--- src/rtl/mm_seq_ctrl.sv ---
// mm_seq_ctrl: n/co/ci loop walker and address issuer for the vector x matrix
// engine. Issues one {input, weight, bias, accumulate} address tuple per cycle,
// tags each issue and delays the tag PIPE_LAT stages to drive datapath controls
// and the output write address. stall freezes issue, drain and the tag pipeline.
// Optional build macro: MM_SEQ_PERF_CNT_EN adds busy/stall cycle counters.
module mm_seq_ctrl #(
  parameter int unsigned IN_AW    = 11,
  parameter int unsigned W_AW     = 13,
  parameter int unsigned B_AW     = 9,
  parameter int unsigned C_W      = 8,
  parameter int unsigned N_W      = 16,
  parameter int unsigned PIPE_LAT = 10
) (
  input  logic             clk,
  input  logic             rstn,
  input  logic             start,
  input  logic [IN_AW-1:0] in_base,
  input  logic [W_AW-1:0]  w_base,
  input  logic [B_AW-1:0]  b_base,
  input  logic [IN_AW-1:0] out_base,
  input  logic [C_W-1:0]   ci_num,
  input  logic [C_W-1:0]   co_num,
  input  logic [N_W-1:0]   n_num,
  input  logic             en_bias,
  input  logic             en_acc,
  input  logic             en_relu,
  input  logic             stall,
  output logic [IN_AW-1:0] in_addr,
  output logic             in_addr_valid,
  output logic [W_AW-1:0]  w_addr,
  output logic             w_addr_valid,
  output logic [B_AW-1:0]  b_addr,
  output logic             b_addr_valid,
  output logic [IN_AW-1:0] acc_addr,
  output logic             acc_addr_valid,
  output logic             dp_clr,
  output logic             dp_last,
  output logic             dp_relu,
  output logic [IN_AW-1:0] out_addr,
  output logic             out_valid,
  output logic             busy,
  output logic             done,
  output logic             err
`ifdef MM_SEQ_PERF_CNT_EN
  ,
  output logic [31:0]      perf_busy_cyc,
  output logic [31:0]      perf_stall_cyc
`endif
);

  localparam int unsigned DW = $clog2(PIPE_LAT + 1);

  typedef enum logic [1:0] {S_IDLE, S_RUN, S_DRAIN, S_DONE} state_t;

  typedef struct packed {
    logic             v;
    logic             first;
    logic             last;
    logic [IN_AW-1:0] addr;
  } tag_t;

  state_t state_q, state_d;

  logic [C_W-1:0]   ci_num_q, co_num_q, ci_q, co_q;
  logic [N_W-1:0]   n_num_q, n_q;
  logic [W_AW-1:0]  w_base_q, w_row;
  logic [B_AW-1:0]  b_base_q, b_cur;
  logic [IN_AW-1:0] in_row, acc_cur;
  logic             en_bias_q, en_acc_q, en_relu_q, zero_q;
  logic [DW-1:0]    drain_q;

  logic [IN_AW-1:0] in_addr_q, acc_addr_q;
  logic [W_AW-1:0]  w_addr_q;
  logic [B_AW-1:0]  b_addr_q;
  logic             in_v_q, b_v_q, acc_v_q;
  logic             done_q, err_q;

  tag_t tag_q [0:PIPE_LAT];

  logic launch, issue_go, last_ci, last_co, last_n, zero_dim;

  assign launch   = (state_q == S_IDLE) && start;
  assign issue_go = (state_q == S_RUN) && !stall;
  assign last_ci  = (ci_q == C_W'(ci_num_q - 1'b1));
  assign last_co  = (co_q == C_W'(co_num_q - 1'b1));
  assign last_n   = (n_q == N_W'(n_num_q - 1'b1));
  assign zero_dim = (ci_num == '0) || (co_num == '0) || (n_num == '0);

  // State register
  always_ff @(posedge clk or negedge rstn) begin
    if (!rstn) state_q <= S_IDLE;
    else       state_q <= state_d;
  end

  // Next-state logic
  always_comb begin
    state_d = state_q;
    unique case (state_q)
      S_IDLE:  if (start) state_d = zero_dim ? S_DONE : S_RUN;
      S_RUN:   if (issue_go && last_ci && last_co && last_n) state_d = S_DRAIN;
      S_DRAIN: if (!stall && drain_q == DW'(PIPE_LAT - 1)) state_d = S_DONE;
      S_DONE:  state_d = S_IDLE;
      default: state_d = S_IDLE;
    endcase
  end

  // Config latch, loop counters and running address bases
  // (n*Ci, co*Ci and n*Co+co are kept as running sums; acc_cur steps by one
  // per completed ci loop because n*Co+co is linear in the co/n carry chain)
  always_ff @(posedge clk or negedge rstn) begin
    if (!rstn) begin
      ci_num_q <= '0; co_num_q <= '0; n_num_q <= '0;
      ci_q <= '0; co_q <= '0; n_q <= '0;
      w_base_q <= '0; b_base_q <= '0;
      in_row <= '0; w_row <= '0; b_cur <= '0; acc_cur <= '0;
      en_bias_q <= 1'b0; en_acc_q <= 1'b0; en_relu_q <= 1'b0; zero_q <= 1'b0;
    end else if (launch) begin
      ci_num_q <= ci_num; co_num_q <= co_num; n_num_q <= n_num;
      ci_q <= '0; co_q <= '0; n_q <= '0;
      w_base_q <= w_base; b_base_q <= b_base;
      in_row <= in_base; w_row <= w_base; b_cur <= b_base; acc_cur <= out_base;
      en_bias_q <= en_bias; en_acc_q <= en_acc; en_relu_q <= en_relu;
      zero_q <= zero_dim;
    end else if (issue_go) begin
      if (last_ci) begin
        ci_q    <= '0;
        acc_cur <= acc_cur + 1'b1;
        if (last_co) begin
          co_q   <= '0;
          w_row  <= w_base_q;
          b_cur  <= b_base_q;
          n_q    <= last_n ? '0 : n_q + 1'b1;
          in_row <= in_row + IN_AW'(ci_num_q);
        end else begin
          co_q  <= co_q + 1'b1;
          w_row <= w_row + W_AW'(ci_num_q);
          b_cur <= b_cur + 1'b1;
        end
      end else begin
        ci_q <= ci_q + 1'b1;
      end
    end
  end

  // Drain counter: PIPE_LAT non-stalled cycles after the last issue
  always_ff @(posedge clk or negedge rstn) begin
    if (!rstn)                            drain_q <= '0;
    else if (state_q == S_RUN)            drain_q <= '0;
    else if (state_q == S_DRAIN && !stall) drain_q <= drain_q + 1'b1;
  end

  // Issue registers; held while stalled so the pending tuple is re-presented
  always_ff @(posedge clk or negedge rstn) begin
    if (!rstn) begin
      in_addr_q <= '0; w_addr_q <= '0; b_addr_q <= '0; acc_addr_q <= '0;
      in_v_q <= 1'b0; b_v_q <= 1'b0; acc_v_q <= 1'b0;
    end else if (!stall) begin
      in_v_q  <= issue_go;
      b_v_q   <= issue_go && last_ci && en_bias_q;
      acc_v_q <= issue_go && last_ci && en_acc_q;
      if (issue_go) begin
        in_addr_q  <= in_row + IN_AW'(ci_q);
        w_addr_q   <= w_row + W_AW'(ci_q);
        b_addr_q   <= b_cur;
        acc_addr_q <= acc_cur;
      end
    end
  end

  // Tag pipeline: stage 0 aligns with the issue registers, stage PIPE_LAT drives the datapath
  always_ff @(posedge clk or negedge rstn) begin
    if (!rstn) begin
      for (int unsigned i = 0; i <= PIPE_LAT; i++) tag_q[i] <= '0;
    end else if (!stall) begin
      tag_q[0] <= '{v: issue_go, first: issue_go && (ci_q == '0),
                    last: issue_go && last_ci, addr: acc_cur};
      for (int unsigned i = 1; i <= PIPE_LAT; i++) tag_q[i] <= tag_q[i-1];
    end
  end

  // Completion status, registered one cycle after the DONE state
  always_ff @(posedge clk or negedge rstn) begin
    if (!rstn) begin
      done_q <= 1'b0;
      err_q  <= 1'b0;
    end else begin
      done_q <= (state_q == S_DONE);
      err_q  <= (state_q == S_DONE) && zero_q;
    end
  end

  assign in_addr        = in_addr_q;
  assign w_addr         = w_addr_q;
  assign b_addr         = b_addr_q;
  assign acc_addr       = acc_addr_q;
  assign in_addr_valid  = in_v_q && !stall;
  assign w_addr_valid   = in_v_q && !stall;
  assign b_addr_valid   = b_v_q && !stall;
  assign acc_addr_valid = acc_v_q && !stall;
  assign dp_clr         = tag_q[PIPE_LAT].v && tag_q[PIPE_LAT].first && !stall;
  assign dp_last        = tag_q[PIPE_LAT].v && tag_q[PIPE_LAT].last && !stall;
  assign dp_relu        = dp_last && en_relu_q;
  assign out_valid      = dp_last;
  assign out_addr       = tag_q[PIPE_LAT].addr;
  assign busy           = (state_q != S_IDLE);
  assign done           = done_q;
  assign err            = err_q;

`ifdef MM_SEQ_PERF_CNT_EN
  // Saturating busy / stall cycle counters, cleared on launch
  always_ff @(posedge clk or negedge rstn) begin
    if (!rstn) begin
      perf_busy_cyc  <= '0;
      perf_stall_cyc <= '0;
    end else if (launch) begin
      perf_busy_cyc  <= '0;
      perf_stall_cyc <= '0;
    end else begin
      if (state_q != S_IDLE && perf_busy_cyc != '1)
        perf_busy_cyc <= perf_busy_cyc + 1'b1;
      if ((state_q == S_RUN || state_q == S_DRAIN) && stall && perf_stall_cyc != '1)
        perf_stall_cyc <= perf_stall_cyc + 1'b1;
    end
  end
`endif

endmodule

--- config.mk ---
export PLATFORM = sky130hd
export DESIGN_NAME = mm_seq_ctrl
export DESIGN_NICKNAME = d
export VERILOG_FILES = /design/src/rtl/mm_seq_ctrl.sv
export SDC_FILE = /design/constraint.sdc
export NUM_CORES = 1
export LEC_CHECK = 0
export ABC_AREA = 1
export CORE_MARGIN = 2
export CORE_UTILIZATION = 50
export CTS_CLUSTER_SIZE = 10
export DETAILED_ROUTE_END_ITERATION = 12
export GPL_ROUTABILITY_DRIVEN = 0
export GPL_TIMING_DRIVEN = 0
export PLACE_DENSITY = 0.72
export SETUP_SLACK_MARGIN = 0.5
export SLEW_MARGIN = 20
export SYNTH_ARGS = -nofsm -noshare
export SYNTH_HDL_FRONTEND = slang
export SYNTH_SLANG_ARGS = --single-unit
--- constraint.sdc ---
create_clock -name clk -period 3.06 [get_ports clk]
set_input_delay 0.459 -clock clk [delete_from_list [all_inputs] [get_ports clk]]
set_output_delay 0.459 -clock clk [all_outputs]
set_load 0.005 [all_outputs]
# --- Word-level counts from Yosys, hierarchy flattened ---
# Cells that the tools add are included.
totals:
  regBits: 342
  inputBits: 83
  word_cells: 164
  output_inout_bits: 66
classes:
  n_reduce_logical: 36
  n_addsub: 13
  n_bitwise: 1
  n_eq_ne: 10
  n_mux: 34
ops:
  columns: ["operator", "n"]
  rows:
  - ["16-bit two-way mux", 5]
  - ["11-bit two-way mux", 7]
  - ["8-bit two-way mux", 7]
  - ["13-bit two-way mux", 4]
  - ["9-bit two-way mux", 4]
  - ["13-bit by 8-bit adder with 13-bit output", 2]
  - ["8-bit zero test", 3]
  - ["11-bit by 8-bit adder with 11-bit output", 2]
  - ["1-bit logical AND", 19]
  - ["16-bit by 1-bit adder with 16-bit output, second input constant", 1]
  - ["8-bit by 1-bit adder with 8-bit output, second input constant", 2]
  - ["16-bit equality test", 1]
  - ["8-bit equality test", 2]
  - ["16-bit zero test", 1]
  - ["16-bit by 1-bit subtractor with 16-bit output, second input constant", 1]
  - ["8-bit by 1-bit subtractor with 8-bit output, second input constant", 2]
  - ["11-bit by 1-bit adder with 11-bit output, second input constant", 1]
  - ["2-bit nonzero test", 5]
  - ["9-bit by 1-bit adder with 9-bit output, second input constant", 1]
  - ["2-bit two-way mux", 4]
  - ["4-bit two-way mux", 2]
  - ["2-bit case mux with 4 select lines", 1]
  - ["3-bit AND reduction", 2]
  - ["4-bit by 1-bit adder with 4-bit output, second input constant", 1]
  - ["10 further kinds", 14]

# --- Longest topological paths before layout ---
logic_depth:
  ltp_word: 7
  ltp_mapped: 17

# --- Worst setup path after synthesis ---
# No wires, ideal clock.
synth_timing:
  path_kind: "register -> register"
  startpoint: "reg ci_num_q[1]"
  endpoint: "reg n_q[4]"
  arrival_time_ps: 2013
  period_less_slack_ps: 2130
  path_stages_with_launch: 15
  path_slack_ps: 930
  setup_ps: 117
  n_path_buf: 2
  cell_sequence: "dfrtp_1 -> inv_2 -> ha_1 -> xor2_1 -> o21ai_0 -> nor2_1 -> nand3_1 -> nor2_1 -> nand3_1 -> nor2_4 -> nor2_1 -> buf_6 -> buf_6 -> nand2_1 -> nand2_1"
synth_between:
  elab_chain_len: 4
synth_rtl:
  columns: ["element", "line_no", "rtl"]
  rows:
  - ["start, declared", "64", "logic [C_W-1:0] ci_num_q, co_num_q, ci_q, co_q;"]
  - ["start signal, assigned", "118", "ci_num_q <= ci_num; co_num_q <= co_num; n_num_q <= n_num;"]
  - ["8-bit by 1-bit subtractor with 8-bit output", "84", "assign last_ci = (ci_q == C_W'(ci_num_q - 1'b1));"]
  - ["8-bit equality test", "84", null]
  - ["2-bit nonzero test (no line)", null, null]
  - ["3-bit AND reduction (no line)", null, null]
  - ["end signal, assigned", "132", "n_q <= last_n ? '0 : n_q + 1'b1;"]
  - ["end, declared", "65", "logic [N_W-1:0] n_num_q, n_q;"]
# No other way between the ends.
# A chain may end at the register's enable or synchronous reset.

# --- Worst setup path after layout ---
layout_timing:
  startpoint: "reg state_q[0]"
  endpoint: "reg n_num_q[4]"
layout_between:
  elab_chain_len: 2
layout_rtl:
  columns: ["element", "line_no", "rtl"]
  rows:
  - ["start, declared", "62", "state_t state_q, state_d;"]
  - ["start signal, assigned", "92", "else state_q <= state_d;"]
  - ["2-bit zero test", "82", "assign launch = (state_q == S_IDLE) && start;"]
  - ["1-bit logical AND", "82", null]
  - ["end signal, assigned", "118", null]
  - ["end, declared", "65", null]
# No other way between the ends.

==> flow_metrics.env <==
export IMPL_die_area_um2=36000
export IMPL_core_um2=33700
export IMPL_syn_inst=2133
export IMPL_start_kind="flop"
export IMPL_cts_sinks=342
export IMPL_syn_area_per_cell_um2=8.08
export IMPL_synthesis_nets=2268
export IMPL_p_comb_frac=0.409
export IMPL_ir_worst_vdd_mv=0.447
export IMPL_syn_area_um2=17200
export IMPL_async_flop_share=1.00
export IMPL_grt_pass1_wl_mm=76.4
export IMPL_p_per_area_nw_per_um2=924
export IMPL_drc=0
export IMPL_finalPower_mw=19.1
export IMPL_pin_count=149
export IMPL_start_util=0.511
export IMPL_n_antenna_cell=0
export IMPL_fmax_mhz=407
export IMPL_finalWirelength_mm=47.2
export IMPL_drive_above_1_share=0.0644
export IMPL_cpMaxStageDelayCell="clkbuf_1"
export IMPL_worstSetupPathType="flop to flop"
export IMPL_grt_max_degree=103
export IMPL_maxSlewViolCount=0
export IMPL_postLayoutSetupSlackWorst_ns=0.605
export IMPL_layout_commonest_cell="nand2_1"
export IMPL_min_period_ns=2.45
export IMPL_portBuffers=147
export IMPL_rows=67
export IMPL_crit_arrival_ns=2.83
export IMPL_cts_tree="yes"
export IMPL_critPathCaptureType="flop"
export IMPL_first_pass_iters=6
export IMPL_clock_latency_ns=0.52
export IMPL_synth_seq_cells=342
export IMPL_yosysWarnings=0
export IMPL_drtAntennaViolNets=0
export IMPL_synth_ff_type="dfrtp_1"
export IMPL_sw_frac_of_total=0.397
export IMPL_yosysSeqAreaShare=0.497
export IMPL_maxSlewHeadroom=0.454
export IMPL_timing_rr_end="n_num_q[4]$_DFFE_PN0P_"
export IMPL_rsz0062_at_grt="yes"
export IMPL_synth_cell_types=43
export IMPL_worst_ep_required_time_ns=3.43
export IMPL_drt_iter0_markers=1193
export IMPL_antenna_found_initial=0
export IMPL_max_cap_violations=0
export IMPL_synth_edf_count=0
export IMPL_regToRegSetupSlack_ns=0.61
export IMPL_p_clk_frac=0.214
export IMPL_p_switching_mw=7.59
export IMPL_fin_skew_ns=0.00952
export IMPL_nNetsFinal=2471
export IMPL_worst_path_max_fanout=10
export IMPL_cts_buffers=40
export IMPL_p_seq_frac=0.377
export IMPL_clock_root_buffer="clkbuf_16"
export IMPL_worst_pin_slew_ns=0.819
export IMPL_slowest_delay_ns=0.49
export IMPL_wl_per_cell_um=16.9
export IMPL_grt_pass1_vias=15003
export IMPL_via_per_inst=5.40
export IMPL_internal_power_mw=11.5
export IMPL_routed_via_count=15088
export IMPL_die_h_um=190
export IMPL_rr_startpoint="state_q[0]$_DFFE_PN0P_"
export IMPL_grtUsageTotal=0.266
export IMPL_setup_violations=0
export IMPL_clockBufferDepth=3
export IMPL_finalCritPeriodShare=0.802
export IMPL_grt_ovfl_total=0
export IMPL_dpl_hpwl_mm=34.4
export IMPL_pre_cts_ws_ns=-0.0863
export IMPL_layout_cells_most_common_list="nand2_1, dfrtp_1, o21ai_0"
export IMPL_worstPathCellList="inv_1 > ha_1 > nand2_1 > inv_1 > clkbuf_2 > clkbuf_1 > o21ai_0"
export IMPL_reg2reg_depth=7
export IMPL_syn2layout_area_growth_pct=20.0
export IMPL_leakage_nw=9.89
export IMPL_clk_pin_slew_ns=0.05
export IMPL_die_w_um=190
export IMPL_hold_class="input pin to async pin"
export IMPL_htreeDepth=2
export IMPL_crit_top_cell="inv_1"
export IMPL_hold_violations=0
export IMPL_status="completed"
registers in the layout (all words and copies together), names as in the netlist, 8 cells and up:
| register | cells |
|---|---|
| acc_cur | 11 |
| in_row | 11 |
| ci_num_q | 8 |
| n_q | 16 |
| in_addr | 11 |
| out_addr | 11 |
| w_base_q | 13 |
| w_row | 13 |
| co_num_q | 8 |
| acc_addr | 11 |
| ci_q | 8 |
| b_base_q | 9 |
| b_cur | 9 |
| co_q | 8 |
| w_addr | 13 |
| tag_q | 143 |
| b_addr | 9 |
| n_num_q | 16 |
cell families after synthesis:
family / Yosys count / synth area share
AND/OR/NAND/NOR: 898 / 0.214
AO/OA/AOI/OAI: 392 / 0.119
buffers and inverters: 353 / 0.0816
flip-flops: 342 / 0.497
XOR/XNOR: 95 / 0.0483
adder cells (fa/ha/maj): 52 / 0.0395
multiplexers: 1 / 0.000581
power groups by stage:
stage / Sequential [mW] / Clock (mW) / Combinational (mW)
CTS: 7.16 / 4.14 / 7.51
floorplan: 6.84 / 0 / 5.04
finish: 7.20 / 4.08 / 7.82
detailed placement: 7.20 / 0 / 7.40
global route: 7.36 / 4.32 / 8.82
global placement: 7.19 / 0 / 7.13
cells in the mapped netlist (all sizes together), types with 4 or more instances:
master  instances  area share
nor3           21      0.0061
xnor2          29       0.015
nand2         608        0.13
nand3b          8      0.0035
o21ai         309       0.090
dfrtp         342        0.50
inv           255       0.056
a21oi          42       0.012
nor2          111       0.025
nand4          28       0.010
clkbuf         66       0.014
o211ai         18      0.0078
nand3         106       0.031
o22ai           9      0.0033
ha             48       0.035
nor4            6      0.0022
o31ai           4      0.0017
fa              4      0.0046
xor2           66       0.034
buf            30       0.011
or2             6      0.0022
metal layers:
layer / vias to the layer above / wire length, µm / global-route usage
li1: 7212 / - / -
met1: 7276 / 19800 / 0.354
met2: 491 / 23100 / 0.453
met3: 109 / 2790 / 0.0352
met4: 0 / 1530 / 0.0883
met5: - / 0 / 0
worst max-delay path, delay by kind of cell (launching register included):
| family | cells | cell delay, ns |
|---|---|---|
| flip-flops | 1 | 0.41 |
| buffers and inverters | 4 | 1.35 |
| adder cells (fa/ha/maj) | 1 | 0.18 |
| AND/OR/NAND/NOR | 1 | 0.17 |
| AO/OA/AOI/OAI | 1 | 0.17 |
final cells by class:
type | count | area (µm²)
multi-input combinational | 1438 | 7400
sequential | 342 | 8560
fill | 2914 | 13000
clock inverter | 2 | 25.0
timing repair buffer | 161 | 1640
clock buffer | 48 | 1030
tap | 448 | 561
inverter | 257 | 972
buffer | 96 | 482
how the worst max path moves through the flow:
stage	depth (start not counted)	slack (ns)	end	startpoint
4_1_cts	15	0.51	b_cur[6]$_DFFE_PN0P_	ci_num_q[1]$_DFFE_PN0P_
5_1_grt	7	0.48	n_num_q[1]$_DFFE_PN0P_	state_q[0]$_DFFE_PN0P_
3_3_place_gp	1	-13.22	n_num_q[13]$_DFFE_PN0P_	rstn
6_report	7	0.61	n_num_q[4]$_DFFE_PN0P_	state_q[0]$_DFFE_PN0P_
2_1_floorplan	14	0.93	n_q[4]$_DFFE_PN0P_	ci_num_q[1]$_DFFE_PN0P_
3_5_place_dp	8	-0.09	tag_q[152]$_DFFE_PN0N_	state_q[1]$_DFFE_PN0P_
what timing repair did:
item                                   CTS  global route
pin swaps                                1             7
setup endpoints to repair              162           127
setup buffers                            1             9
hold buffers                             1             0
endpoints found under the hold margin   57             0
gates resized for setup                 25            54
per-stage QoR:
stage               utilization  instance area (µm²)  setup TNS, ns  hold WS [ns]  cells
floorplan                     -                17200              0         0.163   2133
global placement          0.572                19300       -4512.50         0.450   2728
detailed placement        0.574                19400         -0.654         0.429   2731
CTS                       0.608                20500              0         0.467   2783
global route              0.614                20700              0         0.499   2792
finish                    0.614                20700              0         0.469   2792
Note: power is estimated with default switching activity, not from simulation.
